[src/rtl/vga_timing_gen_if.sv]
// vga_timing_gen_if
//   Bundle between the VGA timing generator and its consumers (renderer,
//   VGA pin drivers). The generator takes the master modport; consumers
//   take the slave modport.
//
//   enable      : run request from the consumer side; low freezes the raster
//   pix_tick    : one-clk pulse per pixel period
//   hcount      : pixel index within the line
//   vcount      : line index within the frame
//   hsync/vsync : sync outputs, already at the configured polarity
//   active      : visible-area flag, aligned with hcount/vcount
//   line_start  : one-clk pulse when hcount has just wrapped to 0
//   frame_start : one-clk pulse when (hcount,vcount) has just wrapped to (0,0)
//   frame_cnt   : completed-frame counter (only with VGA_TIMING_FRAME_CNT_EN)
interface vga_timing_gen_if #(
  parameter int CW = 10
`ifdef VGA_TIMING_FRAME_CNT_EN
  , parameter int FW = 16
`endif
);
  logic          enable;
  logic          pix_tick;
  logic [CW-1:0] hcount;
  logic [CW-1:0] vcount;
  logic          hsync;
  logic          vsync;
  logic          active;
  logic          line_start;
  logic          frame_start;
`ifdef VGA_TIMING_FRAME_CNT_EN
  logic [FW-1:0] frame_cnt;

  modport master (
    input  enable,
    output pix_tick, hcount, vcount, hsync, vsync, active,
           line_start, frame_start, frame_cnt
  );
  modport slave (
    output enable,
    input  pix_tick, hcount, vcount, hsync, vsync, active,
           line_start, frame_start, frame_cnt
  );
`else
  modport master (
    input  enable,
    output pix_tick, hcount, vcount, hsync, vsync, active,
           line_start, frame_start
  );
  modport slave (
    output enable,
    input  pix_tick, hcount, vcount, hsync, vsync, active,
           line_start, frame_start
  );
`endif
endinterface

[src/rtl/vga_timing_gen.sv]
// vga_timing_gen
//   Parametrised VGA raster timing generator. An integer prescaler derives a
//   pixel tick from clk; nested horizontal/vertical counters advance on that
//   tick. Sync, active and line/frame strobes are registered from the
//   next-state counts so they change on the same edge as the counts.
//
//   Optional feature macro: VGA_TIMING_FRAME_CNT_EN adds the FW parameter and
//   the frame_cnt output (frames completed, modulo 2^FW).
//
//   Ports:
//     clk   : system clock, rising edge
//     rst_n : asynchronous active-low reset; restarts the raster at (0,0)
//     bus   : vga_timing_gen_if.master (enable in; pix_tick, hcount, vcount,
//             hsync, vsync, active, line_start, frame_start[, frame_cnt] out)
module vga_timing_gen #(
  parameter int CW       = 10,
  parameter int H_ACTIVE = 640,
  parameter int H_FP     = 16,
  parameter int H_SYNC   = 96,
  parameter int H_BP     = 48,
  parameter int V_ACTIVE = 480,
  parameter int V_FP     = 10,
  parameter int V_SYNC   = 2,
  parameter int V_BP     = 33,
  parameter bit H_POL    = 1'b0,
  parameter bit V_POL    = 1'b0,
  parameter int CLK_DIV  = 2
`ifdef VGA_TIMING_FRAME_CNT_EN
  , parameter int FW     = 16
`endif
) (
  input  logic                clk,
  input  logic                rst_n,
  vga_timing_gen_if.master    bus
);

  localparam int H_TOTAL = H_ACTIVE + H_FP + H_SYNC + H_BP;
  localparam int V_TOTAL = V_ACTIVE + V_FP + V_SYNC + V_BP;
  localparam int HS_BEG  = H_ACTIVE + H_FP;
  localparam int HS_END  = H_ACTIVE + H_FP + H_SYNC;
  localparam int VS_BEG  = V_ACTIVE + V_FP;
  localparam int VS_END  = V_ACTIVE + V_FP + V_SYNC;
  // A divide-by-1 prescaler still gets a 1-bit register that simply stays 0.
  localparam int DIV_W   = (CLK_DIV > 1) ? $clog2(CLK_DIV) : 1;

  localparam logic [DIV_W-1:0] DIV_LAST = DIV_W'(CLK_DIV - 1);
  localparam logic [CW-1:0]    H_LAST   = CW'(H_TOTAL - 1);
  localparam logic [CW-1:0]    V_LAST   = CW'(V_TOTAL - 1);

  function automatic logic hsync_level(input logic [CW-1:0] h);
    return ((int'(h) >= HS_BEG) && (int'(h) < HS_END)) ? H_POL : ~H_POL;
  endfunction

  function automatic logic vsync_level(input logic [CW-1:0] v);
    return ((int'(v) >= VS_BEG) && (int'(v) < VS_END)) ? V_POL : ~V_POL;
  endfunction

  function automatic logic in_active(input logic [CW-1:0] h,
                                     input logic [CW-1:0] v);
    return (int'(h) < H_ACTIVE) && (int'(v) < V_ACTIVE);
  endfunction

  logic [DIV_W-1:0] div;
  logic [CW-1:0]    hcount_r;
  logic [CW-1:0]    vcount_r;
  logic             hsync_r;
  logic             vsync_r;
  logic             active_r;
  logic             line_start_r;
  logic             frame_start_r;

  logic             div_last;
  logic             tick;
  logic             h_wrap;
  logic             v_wrap;
  logic [CW-1:0]    h_nxt;
  logic [CW-1:0]    v_nxt;

  // Next-state counts; sync/active are decoded from these so the registered
  // flags line up with the registered counts without a one-pixel lag.
  always_comb begin
    div_last = (div == DIV_LAST);
    tick     = bus.enable & div_last;
    h_wrap   = (hcount_r == H_LAST);
    v_wrap   = (vcount_r == V_LAST);
    h_nxt    = h_wrap ? '0 : hcount_r + CW'(1);
    v_nxt    = vcount_r;
    if (h_wrap) begin
      v_nxt  = v_wrap ? '0 : vcount_r + CW'(1);
    end
  end

  // Strobes default low every clk so they last exactly one clk after a
  // wrapping tick, and stay low while enable is low.
  always_ff @(posedge clk or negedge rst_n) begin
    if (!rst_n) begin
      div           <= '0;
      hcount_r      <= '0;
      vcount_r      <= '0;
      hsync_r       <= ~H_POL;
      vsync_r       <= ~V_POL;
      active_r      <= 1'b1;
      line_start_r  <= 1'b0;
      frame_start_r <= 1'b0;
    end else begin
      line_start_r  <= 1'b0;
      frame_start_r <= 1'b0;
      if (bus.enable) begin
        div <= div_last ? '0 : div + DIV_W'(1);
      end
      if (tick) begin
        hcount_r      <= h_nxt;
        vcount_r      <= v_nxt;
        hsync_r       <= hsync_level(h_nxt);
        vsync_r       <= vsync_level(v_nxt);
        active_r      <= in_active(h_nxt, v_nxt);
        line_start_r  <= h_wrap;
        frame_start_r <= h_wrap & v_wrap;
      end
    end
  end

`ifdef VGA_TIMING_FRAME_CNT_EN
  logic [FW-1:0] frame_cnt_r;

  always_ff @(posedge clk or negedge rst_n) begin
    if (!rst_n) begin
      frame_cnt_r <= '0;
    end else if (tick && h_wrap && v_wrap) begin
      frame_cnt_r <= frame_cnt_r + FW'(1);
    end
  end

  assign bus.frame_cnt = frame_cnt_r;
`endif

  // pix_tick is combinational so the count update lands on the edge that
  // closes the tick cycle; rst_n masks it while reset is held.
  assign bus.pix_tick    = rst_n & tick;
  assign bus.hcount      = hcount_r;
  assign bus.vcount      = vcount_r;
  assign bus.hsync       = hsync_r;
  assign bus.vsync       = vsync_r;
  assign bus.active      = active_r;
  assign bus.line_start  = line_start_r;
  assign bus.frame_start = frame_start_r;

endmodule
[src/flat_wrapper.sv]
// flat-port wrapper written by rule: the top's interface ports become plain ports
module vga_timing_gen_flat 
#(
  parameter int CW       = 10,
  parameter int H_ACTIVE = 640,
  parameter int H_FP     = 16,
  parameter int H_SYNC   = 96,
  parameter int H_BP     = 48,
  parameter int V_ACTIVE = 480,
  parameter int V_FP     = 10,
  parameter int V_SYNC   = 2,
  parameter int V_BP     = 33,
  parameter bit H_POL    = 1'b0,
  parameter bit V_POL    = 1'b0,
  parameter int CLK_DIV  = 2

)
  (clk, rst_n, bus_enable, bus_pix_tick, bus_hcount, bus_vcount, bus_hsync, bus_vsync, bus_active, bus_line_start, bus_frame_start);
  vga_timing_gen_if #(.CW(CW)) bus_i ();
  input  logic clk;
  input  logic rst_n;
  input wire logic [$bits(bus_i.enable)-1:0] bus_enable;
  output wire logic [$bits(bus_i.pix_tick)-1:0] bus_pix_tick;
  output wire logic [$bits(bus_i.hcount)-1:0] bus_hcount;
  output wire logic [$bits(bus_i.vcount)-1:0] bus_vcount;
  output wire logic [$bits(bus_i.hsync)-1:0] bus_hsync;
  output wire logic [$bits(bus_i.vsync)-1:0] bus_vsync;
  output wire logic [$bits(bus_i.active)-1:0] bus_active;
  output wire logic [$bits(bus_i.line_start)-1:0] bus_line_start;
  output wire logic [$bits(bus_i.frame_start)-1:0] bus_frame_start;
  assign bus_i.enable = bus_enable;
  assign bus_pix_tick = bus_i.pix_tick;
  assign bus_hcount = bus_i.hcount;
  assign bus_vcount = bus_i.vcount;
  assign bus_hsync = bus_i.hsync;
  assign bus_vsync = bus_i.vsync;
  assign bus_active = bus_i.active;
  assign bus_line_start = bus_i.line_start;
  assign bus_frame_start = bus_i.frame_start;
  vga_timing_gen #(.CW(CW), .H_ACTIVE(H_ACTIVE), .H_FP(H_FP), .H_SYNC(H_SYNC), .H_BP(H_BP), .V_ACTIVE(V_ACTIVE), .V_FP(V_FP), .V_SYNC(V_SYNC), .V_BP(V_BP), .H_POL(H_POL), .V_POL(V_POL), .CLK_DIV(CLK_DIV)) u_core (.clk(clk), .rst_n(rst_n), .bus(bus_i));
endmodule
[config.mk]
export PLATFORM = sky130hd
export DESIGN_NAME = vga_timing_gen_flat
export DESIGN_NICKNAME = d
export VERILOG_FILES = /design/src/rtl/vga_timing_gen_if.sv /design/src/rtl/vga_timing_gen.sv /design/src/flat_wrapper.sv
export SDC_FILE = /design/constraint.sdc
export NUM_CORES = 1
export LEC_CHECK = 0
export BUFFER_PORTS_ARGS = -buffer_cell sky130_fd_sc_hd__buf_2
export CORE_MARGIN = 2
export CORE_UTILIZATION = 59
export CTS_CLUSTER_DIAMETER = 80
export DETAILED_ROUTE_END_ITERATION = 8
export GPL_TIMING_DRIVEN = 0
export PLACE_DENSITY = 0.93
export SETUP_SLACK_MARGIN = 0.2
export SYNTH_ARGS = -nofsm -noshare
export SYNTH_HDL_FRONTEND = slang
export SYNTH_SLANG_ARGS = --single-unit
[constraint.sdc]
create_clock -name clk -period 3.3 [get_ports clk]
set_clock_uncertainty 0.05 [all_clocks]
set_input_delay 0.66 -clock clk [delete_from_list [all_inputs] [get_ports clk]]
set_output_delay 0.66 -clock clk [all_outputs]
set_load 0.01 [all_outputs]
==> results.yml, run 1 <==
clock_network:
  clk_pin_slew_ns: 0.14
  numCtsBuffers: 3
  cts_root_buffer: "clkbuf_4"
  clock_sinks: 26
  cts.htree.levels: 1
  cts_buffer_depth: 2
  cts_resized: 0
  cts_hold_buf: 0
  cts_setup_buffers: 0
  cts_tree: "done"
  insertion_delay_ns: 0.32
placed_design:
  port_buffers: 28
  dp.cells: 235
  dp_slack_ns: 1.04
  placed_area_um2: 1790
  place_congestion: 0.913
  post-dp-hpwl_um: 2670
floorplanning:
  boundaryPins: 29
  initial_core_util_pct: 63.7
  row_count: 18
  fp.dieH_um: 56.2
  core_um2: 2520
  die_w_um: 56.2
  die_area_um2: 3160
global_routing:
  grt_pass1_wl_um: 6310
  grt_pass1_vias: 1448
  grt_overflow: 0
  groute.usage.overall_pct: 24.3
  antenna_found_initial: 0
  grt_max_degree: 28
synth:
  syn-num-nets: 183
  ys_top_cells_by_area: "dfrtp_1 (36%), nand2_1 (5.8%), dfstp_2 (4.9%)"
  netlist.area_leader.share_pct: 35.8
  ys_seq_area_share_pct: 40.7
  ys_async_sr_fraction_pct: 100
  synth.largest_area_cell: "dfrtp_1"
  synth_cells: 177
  yosysWarnings: 0
  ys_types: 54
  synth_seq_cells: 26
  synth_edf_count: 0
  syn_avg_cell_area_um2: 9.08
  netlist_area_um2: 1610
  ys.flop_type: "dfrtp_1"
drt:
  ant_nets: 0
  avgViaCountPerCell: 6.26
  drc: 0
  dr.pass1.iters: 4
  drt_iter0_markers: 26
  wl_um: 3620
  post_drt_wl_per_cell_um: 15.2
  vias: 1497
power:
  switchingPower_mw: 0.281
  power.density_nw_per_um2: 435
  ir_drop_v: 0.000401
  p_clk_share_pct: 20.1
  comb_power_share_pct: 26.5
  finalPower_mw: 0.793
  internal-power_mw: 0.513
  p_sw_share_pct: 35.4
  seq_power_share_pct: 53.4
  p_leak_nw: 0.796
layout:
  fin_nets: 216
  num-fill-cells: 203
  final_cells: 239
  area_growth_pct: 13.3
  postLayoutCellArea_um2: 1820
  drive_gt1_share_pct: 22.5
  antenna_cells: 0
setup_path:
  crit_slowest_cell: "or4_4"
  crit_required_ns: 3.52
  cp.arrival_ns: 2.55
  critical_path.endpoint_type: "flop"
  reg2regPathDepth: 6
  timing.rr.start: "u_core.bus.hcount[0]"
  path_class: "reg2reg"
  cp_cell_sequence: "ha_1, nand4_2, or4_4, o21bai_1, a211oi_2, a32o_1"
  worst-path-stages: 6
  cpLargestDelayFamily: "simple AND/OR/NAND/NOR gates"
  cp_slowest_stage_delay_ns: 0.58
  crit_buf_inv: 0
  startpoint: "u_core.bus.hcount[0]"
  critPathLaunchType: "flop"
  crit_fanout: 7
timing:
  fmax_mhz: 429
  slew_violations: 0
  grt_setup_unrepaired: "no"
  relSlewSlack_pct: 61.6
  worstMarginPinSlew_ns: 0.576
  setup_viol: 0
  min_period_ns: 2.33
  fin_tns_setup_ns: 0
  worst_slack_ns: 0.967
  finalHoldViolCount: 0
  finalCritPeriodShare_pct: 70.7
status:
  status: "complete, no violations"
hold_path:
  hold_class: "in2async"
run:
  maxCapViolations: 0
-- metal layers --
metal	wire (um)	GRT usage, %	up-vias
li1	-	-	723
met5	0	0	-
met1	1610	31.1	732
met2	1830	42.4	34
met4	59	7.48	0
met3	131	3.26	8
-- cell usage after synthesis (2+ instances only) --
master,number
xnor2_1,4
o211ai_1,3
and3_1,2
mux2i_1,3
o41ai_1,2
clkbuf_1,4
and4_1,4
xor2_1,5
a21oi_1,6
nor2_1,11
nand3_1,12
nand2_1,25
nand2b_1,6
nand4_1,2
a31oi_1,4
dfstp_2,3
o31ai_1,2
inv_1,3
ha_1,3
o21bai_1,2
or3_1,2
nor3_1,4
o21ai_0,12
dfrtp_1,23
-- state kept, by name, indices dropped and copies added (netlist names) --
register and count:
u_core.bus.hcount 10, u_core.bus.vcount 10, u_core.bus.active 1, u_core.bus.frame_start 1, u_core.bus.hsync 1, u_core.bus.line_start 1, u_core.bus.vsync 1, u_core.div 1
-- power by group through the flow --
stage,combinational [mW],clock [mW],sequential [mW]
final,0.210,0.159,0.424
after global routing,0.238,0.173,0.435
after floorplan,0.119,0,0.437
after detailed placement,0.210,0,0.429
after global placement,0.205,0,0.425
after CTS,0.212,0.160,0.423
-- worst reg2reg max path, delay by kind of cell, from the launching register on --
kind | cells | cell delay, ns
DFF | 1 | 0.46
and+or+nand+nor | 2 | 0.76
adders and majority gates | 1 | 0.26
AOI/OAI and AO/OA | 3 | 0.76
-- per-stage QoR --
stage / util (%) / hold WS [ns]
after detailed placement: 70.8 / 0.454
after floorplan: - / 0.314
final: 72.2 / 0.269
after global routing: 72.2 / 0.291
after CTS: 72.2 / 0.285
after global placement: 70.8 / 0.436
-- cells by family (layout without fill, tap and decap cells) --
family                     after synthesis  after routing  share of synthesized area [%]
and+or+nand+nor                         84             84                           29.6
AOI/OAI and AO/OA                       41             41                           17.0
DFF                                     26             26                           40.7
buffers and inverters                   10             42                           2.88
xor gates and xnor gates                 9              9                           4.90
muxes                                    4              4                           2.57
adders and majority gates                3              3                           2.33
-- cell type report --
class | instances | area (um2) | area share (%)
well taps | 30 | 37.5 | 2.06
multi-input cells | 141 | 907 | 49.8
plain buffers | 6 | 31.3 | 1.72
flip-flops and latches | 26 | 654 | 35.9
clock buffers | 4 | 36.3 | 1.99
inverters | 4 | 15.0 | 0.824
repair buffers | 28 | 140 | 7.69
-- final timing paths --
| path | to | slack, ns |
|---|---|---|
| setup reg to reg | u_core.bus.active | 0.97 |
| hold / removal | u_core.bus.hcount[9] | 0.27 |
| setup / recovery | u_core.bus.active | 0.97 |
| max in group asynchronous | u_core.bus.vsync | 2.56 |
| hold reg to reg | u_core.bus.hsync | 0.48 |
| min in group clk | u_core.bus.hsync | 0.48 |
-- cells in the final DEF, fill, tap and decap left out, types with 3 or more instances in the layout --
master    instances
o211ai_1          3
inv_1             3
mux2i_1           3
a31oi_1           4
xor2_1            5
ha_1              3
o21ai_0          12
clkbuf_4          3
dfrtp_1          23
clkbuf_1          4
dfstp_2           3
a21oi_1           6
and4_1            4
nand2b_1          6
nor3_1            4
nand2_1          25
nor2_1           11
nand3_1          12
xnor2_1           4
buf_2            28
(Power assumes the default switching activity.)
==> inputs of run 2 (changes only) <==
--- a/config.mk
+++ b/config.mk
@@ -7,11 +7,11 @@
 export LEC_CHECK = 0
 export BUFFER_PORTS_ARGS = -buffer_cell sky130_fd_sc_hd__buf_2
 export CORE_MARGIN = 2
-export CORE_UTILIZATION = 59
+export CORE_UTILIZATION = 55
 export CTS_CLUSTER_DIAMETER = 80
 export DETAILED_ROUTE_END_ITERATION = 8
 export GPL_TIMING_DRIVEN = 0
-export PLACE_DENSITY = 0.93
+export PLACE_DENSITY = 0.88
 export SETUP_SLACK_MARGIN = 0.2
 export SYNTH_ARGS = -nofsm -noshare
 export SYNTH_HDL_FRONTEND = slang
==> constraint.sdc (replaced) <==
create_clock -name clk -period 2.25 [get_ports clk]
set_clock_uncertainty 0.05 [all_clocks]
set_input_delay 0.45 -clock clk [delete_from_list [all_inputs] [get_ports clk]]
set_output_delay 0.45 -clock clk [all_outputs]
set_load 0.01 [all_outputs]
==> run 2 against run 1 <==
Effect of this change:
- total power increased by 58%
- die area increased by 6.7%
- register-to-register slack got worse by 0.84 ns
- sequential cell count unchanged
- critical path depth decreased by 1
- hold slack got worse by 0.23 ns
- wire length increased by 15%
- core utilization increased by 3.5 points
- clock power increased by 40%
- sequential share of layout area decreased by 4.0 points
- largest power group unchanged
- highest routed layer unchanged
==> results.yml, run 2 (synthesized netlist as in run 1, its figures left out) <==
floorplanning:
  boundaryPins: 29
  fp.dieH_um: 58.1
  row_count: 19
  die_area_um2: 3370
  die_w_um: 58.1
  initial_core_util_pct: 58.3
  core_um2: 2760
global_routing:
  grt_pass1_wl_um: 6530
  groute.usage.overall_pct: 25.0
  grt_pass1_vias: 1426
  grt_max_degree: 28
  grt_overflow: 0
  antenna_found_initial: 0
drt:
  dr.pass1.iters: 4
  vias: 1608
  avgViaCountPerCell: 6.07
  ant_nets: 0
  drc: 0
  drt_iter0_markers: 58
  wl_um: 4160
  post_drt_wl_per_cell_um: 15.7
layout:
  final_cells: 265
  multi_input_area_um2: 965
  area_growth_pct: 29.9
  num-fill-cells: 198
  drive_gt1_share_pct: 37.6
  seqCellArea_um2: 666
  layout_common_cells: "buf_2 (28), buf_4 (24), nand2_1 (23)"
  antenna_cells: 0
  fin_nets: 241
  final_common_cell: "buf_2"
setup_path:
  cpLargestDelayFamily: "simple AND/OR/NAND/NOR gates"
  cp_cell_sequence: "or3_1, nor4_4, o21bai_1, a211oi_2, a32o_1"
  cp.arrival_ns: 2.37
  critPathLaunchType: "flop"
  timing.rr.start: "u_core.bus.vcount[8]"
  path_class: "reg2reg"
  crit_slowest_cell: "dfrtp_1"
  critical_path.endpoint_type: "flop"
  ff2ff_setup_slack_ns: 0.13
  reg2reg_to: "u_core.bus.active"
  crit_required_ns: 2.49
  crit_fanout: 7
  reg2regPathDepth: 5
  crit_buf_inv: 0
  cp_slowest_stage_delay_ns: 0.47
hold_path:
  hold_class: "in2async"
power:
  ir_drop_v: 0.000554
  p_leak_nw: 0.925
  switchingPower_mw: 0.468
  seq_power_share_pct: 50.4
  comb_power_share_pct: 31.8
  p_clk_share_pct: 17.7
  power.density_nw_per_um2: 599
  p_sw_share_pct: 37.4
  internal-power_mw: 0.783
clock_network:
  clk_pin_slew_ns: 0.15
  numCtsBuffers: 3
  insertion_delay_ns: 0.34
  cts_tree: "done"
  cts_hold_buf: 0
  cts.htree.levels: 1
  clock_sinks: 26
  cts_buffer_depth: 2
  cts_root_buffer: "clkbuf_4"
timing:
  finalHoldViolCount: 0
  slew_violations: 0
  finalCritPeriodShare_pct: 94.3
  setup_viol: 0
  grt_setup_unrepaired: "yes"
  min_period_ns: 2.12
  worstMarginPinSlew_ns: 0.585
  fmax_mhz: 471
  worst_slack_ns: 0.127
  relSlewSlack_pct: 61.0
placed_design:
  port_buffers: 28
  dp_slack_ns: -0.00398
  post-dp-hpwl_um: 2610
  dp.cells: 236
  place_congestion: 0.895
status:
  status: "complete, no violations"
run:
  maxCapViolations: 0
[run 2: cell types whose count changed in the layout (fill, tap and decap cells not counted), moves of 2 or more]
cell | before | now
buf_4 | 0 | 24
buf_6 | 1 | 3
dfrtp_1 | 23 | 14
dfrtp_2 | 0 | 9
ha_1 | 3 | 1
nand2_1 | 25 | 23
nand3_1 | 12 | 10
nand3_2 | 0 | 2
[run 2: worst register-to-register path, stage by stage (launching register included)]
cell and delay [ns]:
dfrtp_1 0.47, or3_1 0.43, nor4_4 0.40, o21bai_1 0.15
a211oi_2 0.35, a32o_1 0.21
[run 2: layout make-up]
type | instances | share of cell area, %
clock buffer | 4 | 1.26
buffer | 6 | 1.98
multi-input combinational | 141 | 46.2
sequential | 26 | 31.9
tap | 31 | 1.86
inverter | 4 | 0.959
timing repair buffer | 53 | 15.9
[run 2: worst max path at each step]
stage | cells past startpoint | slack (ns) | from | to
floorplan | 6 | 0.20 | u_core.bus.hcount[0] | u_core.bus.active
finish | 5 | 0.13 | u_core.bus.vcount[8] | u_core.bus.active
global placement | 7 | 0.05 | u_core.bus.hcount[7] | u_core.bus.vcount[4]
detailed placement | 7 | -0.004 | u_core.bus.hcount[7] | u_core.bus.vcount[4]
CTS | 6 | 0.14 | u_core.bus.hcount[6] | u_core.bus.active
global route | 5 | 0.06 | u_core.bus.vcount[8] | u_core.bus.active
[run 2: power groups by stage]
stage / sequential, mW / clock (mW) / combinational (mW)
finish: 0.631 / 0.222 / 0.398
CTS: 0.615 / 0.219 / 0.371
global placement: 0.632 / 0 / 0.303
floorplan: 0.646 / 0 / 0.176
global route: 0.642 / 0.235 / 0.441
detailed placement: 0.633 / 0 / 0.310
[run 2: per-stage QoR]
| stage | setup TNS [ns] | power [mW] | cell area (um2) | hold slack, ns | utilization (%) |
|---|---|---|---|---|---|
| 2_1_floorplan | 0 | 0.822 | 1610 | 0.104 | - |
| 3_3_place_gp | 0 | 0.935 | 1790 | 0.421 | 65.0 |
| 3_5_place_dp | -0.00398 | 0.943 | 1790 | 0.432 | 65.0 |
| 4_1_cts | 0 | 1.20 | 1890 | 0.0565 | 68.6 |
| 5_1_grt | 0 | 1.32 | 2090 | 0.0796 | 75.7 |
| 6_report | 0 | 1.25 | 2090 | 0.0344 | 75.7 |
[run 2: layer usage]
metal	part of all wire, %	up-vias	global-route usage, %
li1	-	770	-
met5	0	-	0
met2	50	64	40.1
met1	43	766	32.6
met4	1.8	0	10.3
met3	5.1	8	6.03
[run 2: timing repair]
| item | CTS | global route |
|---|---|---|
| gates resized for setup | 6 | 24 |
| setup endpoints to repair | 12 | 10 |
| buffers inserted | 7 | 18 |
| pin swaps | 5 | 10 |
==> inputs of run 3 (changes only) <==
--- a/config.mk
+++ b/config.mk
@@ -5,13 +5,14 @@
 export SDC_FILE = /design/constraint.sdc
 export NUM_CORES = 1
 export LEC_CHECK = 0
+export ABC_AREA = 1
 export BUFFER_PORTS_ARGS = -buffer_cell sky130_fd_sc_hd__buf_2
 export CORE_MARGIN = 2
-export CORE_UTILIZATION = 55
+export CORE_UTILIZATION = 54
 export CTS_CLUSTER_DIAMETER = 80
 export DETAILED_ROUTE_END_ITERATION = 8
 export GPL_TIMING_DRIVEN = 0
-export PLACE_DENSITY = 0.88
+export PLACE_DENSITY = 0.87
 export SETUP_SLACK_MARGIN = 0.2
 export SYNTH_ARGS = -nofsm -noshare
 export SYNTH_HDL_FRONTEND = slang
==> run 3 against run 2 <==
Effect of this change:
- critical path type is now reg2out
- final cell count increased by 5.3%
- synthesized cell count increased by 20%
- global-route usage decreased by 2.1 points
- clock-buffer cell count decreased by 1
- combinational power decreased by 14%
- sequential cell count unchanged
- first-iteration DRC count increased by 34%
==> results.yml, run 3 <==
layout:
  final_cells: 279
  fin_nets: 255
  drive_gt1_share_pct: 20.2
  antenna_cells: 0
  layout_common_cells: "nand2_1 (62), buf_2 (30), nor2_1 (26)"
  area_growth_pct: 16.6
  fin_util_pct: 65.7
  final_common_cell: "nand2_1"
floorplanning:
  initial_core_util_pct: 56.3
  die_area_um2: 3300
  row_count: 19
  die_w_um: 57.4
  fp.dieH_um: 57.4
  boundaryPins: 29
  core_um2: 2730
clock_network:
  clock_sinks: 26
  cts_tree: "done"
  numCtsBuffers: 3
  clk_pin_slew_ns: 0.16
  cts_buffer_depth: 2
  insertion_delay_ns: 0.34
  cts.htree.levels: 1
  cts_root_buffer: "clkbuf_4"
timing:
  relSlewSlack_pct: 60.5
  grt_setup_unrepaired: "no"
  worstMarginPinSlew_ns: 0.593
  whs_ns: 0.0344
  finalHoldViolCount: 0
  setup_viol: 0
  worst_slack_ns: 0.332
  fin_tns_setup_ns: 0
  slew_violations: 0
  min_period_ns: 1.92
  finalCritPeriodShare_pct: 85.2
  fmax_mhz: 521
synth:
  ys_top_cells_by_area: "dfrtp_1 (37%), nand2_1 (15%), nor2_1 (6.3%)"
  synth.largest_area_cell: "dfrtp_1"
  synth_xor_area_share_pct: 2.84
  synth.most_common_cell: "nand2_1"
  synth_edf_count: 0
  netlist_area_um2: 1540
  synthMuxAreaShare_pct: 0
  synthAdderAreaFrac_pct: 2.44
  ys_async_sr_fraction_pct: 100
  synthSimpleGateAreaFrac_pct: 35.3
  synth_cells: 213
  yosysWarnings: 0
  synth_top_family_by_area: "simple AND/OR/NAND/NOR gates"
  synth_compound_area_share_pct: 8.45
  ys_types: 28
  syn-num-nets: 219
  ys_seq_area_share_pct: 42.5
  synth_seq_cells: 26
  netlist.area_leader.share_pct: 37.4
  syn_avg_cell_area_um2: 7.23
  synthTopCellsByCount: "nand2_1 (62), nor2_1 (26), inv_1 (25), dfrtp_1 (23), o21ai_0 (19)"
  ys.flop_type: "dfrtp_1"
global_routing:
  grt_max_degree: 28
  grt_pass1_vias: 1346
  antenna_found_initial: 0
  grt_pass1_wl_um: 5970
  groute.usage.overall_pct: 22.9
  grt_overflow: 0
drt:
  avgViaCountPerCell: 5.32
  drt_iter0_markers: 78
  ant_nets: 0
  dr.pass1.iters: 4
  vias: 1483
  wl_um: 3470
  post_drt_wl_per_cell_um: 12.4
  drc: 0
setup_path:
  critical_path.endpoint_type: "output port"
  cp_cell_sequence: "nand2_1, clkbuf_2, nor2_1, buf_2"
  crit_required_ns: 1.75
  reg2regPathDepth: 12
  cp_slowest_stage_delay_ns: 0.41
  path_class: "reg2out"
  crit_buf_inv: 2
  crit_fanout: 10
  timing.rr.start: "u_core.bus.vcount[1]"
  startpoint: "u_core.div"
  cp.arrival_ns: 1.42
  crit_slowest_cell: "dfrtp_1"
  reg2reg_to: "u_core.bus.active"
  cpLargestDelayFamily: "buffers and inverters"
  ff2ff_setup_slack_ns: 0.42
  critPathLaunchType: "flop"
status:
  status: "complete, no violations"
run:
  maxCapViolations: 0
hold_path:
  hold_class: "in2async"
placed_design:
  place_congestion: 0.865
  port_buffers: 28
  dp_slack_ns: 0.370
  post-dp-hpwl_um: 2520
  dp.cells: 272
power:
  ir_drop_v: 0.000664
  p_leak_nw: 0.887
  power.density_nw_per_um2: 723
==> run 3: cell count changes in the layout (fill, tap and decap cells not counted), moves of 8 or more <==
| cell | previous run | this run |
|---|---|---|
| o21ai_0 | 11 | 19 |
| inv_1 | 3 | 25 |
| nand2_1 | 23 | 62 |
| dfrtp_2 | 9 | 0 |
| nor2_1 | 11 | 26 |
| dfrtp_1 | 14 | 23 |
| buf_4 | 24 | 3 |
==> run 3: layout make-up <==
type / instances / area [um2]
clock inverter: 1 / 30.0
clock buffer: 3 / 22.5
tap: 31 / 38.8
buffer: 6 / 33.8
sequential: 26 / 654
timing repair buffer: 31 / 163
inverter: 26 / 97.6
fill: 244 / 938
multi-input combinational: 155 / 756
==> run 3: per-layer routing <==
layer	routed length [um]	global-route usage, %
met1	1480	31.0
met2	1700	36.9
met3	263	4.54
met4	19	7.64
met5	0	0
==> run 3: cells by family after synthesis <==
| kind of cell | Yosys count |
|---|---|
| fa+ha+maj | 3 |
| buf+inv | 32 |
| simple gates | 122 |
| compound gates | 25 |
| flops | 26 |
| xor+xnor | 5 |
==> run 3: worst max path at each step <==
| stage | to | slack (ns) | cells after the start |
|---|---|---|---|
| CTS | bus_pix_tick | 0.32 | 4 |
| detailed placement | bus_pix_tick | 0.37 | 5 |
| floorplan | u_core.bus.vsync | 0.60 | 11 |
| global route | u_core.bus.active | 0.20 | 12 |
| global placement | bus_pix_tick | 0.36 | 5 |
| finish | bus_pix_tick | 0.33 | 4 |
==> run 3: power breakdown <==
group	switching (mW)	total, mW	internal [mW]
Sequential	0.0859	0.626	0.540
Clock	0.148	0.328	0.180
Combinational	0.205	0.343	0.138
Total	0.439	1.30	0.859
==> run 3: timing repair <==
| action | CTS | global route |
|---|---|---|
| pin swaps | 0 | 1 |
| buffers inserted | 0 | 3 |
| hold buffers | 0 | 0 |
| setup endpoints to repair | 1 | 1 |
| resized for setup | 1 | 0 |
==> run 3: metrics by stage <==
step / area (um2) / power [mW]
3_3_place_gp: 1720 / 0.968
5_1_grt: 1800 / 1.38
6_report: 1800 / 1.30
2_1_floorplan: 1540 / 0.847
4_1_cts: 1770 / 1.30
3_5_place_dp: 1720 / 0.978
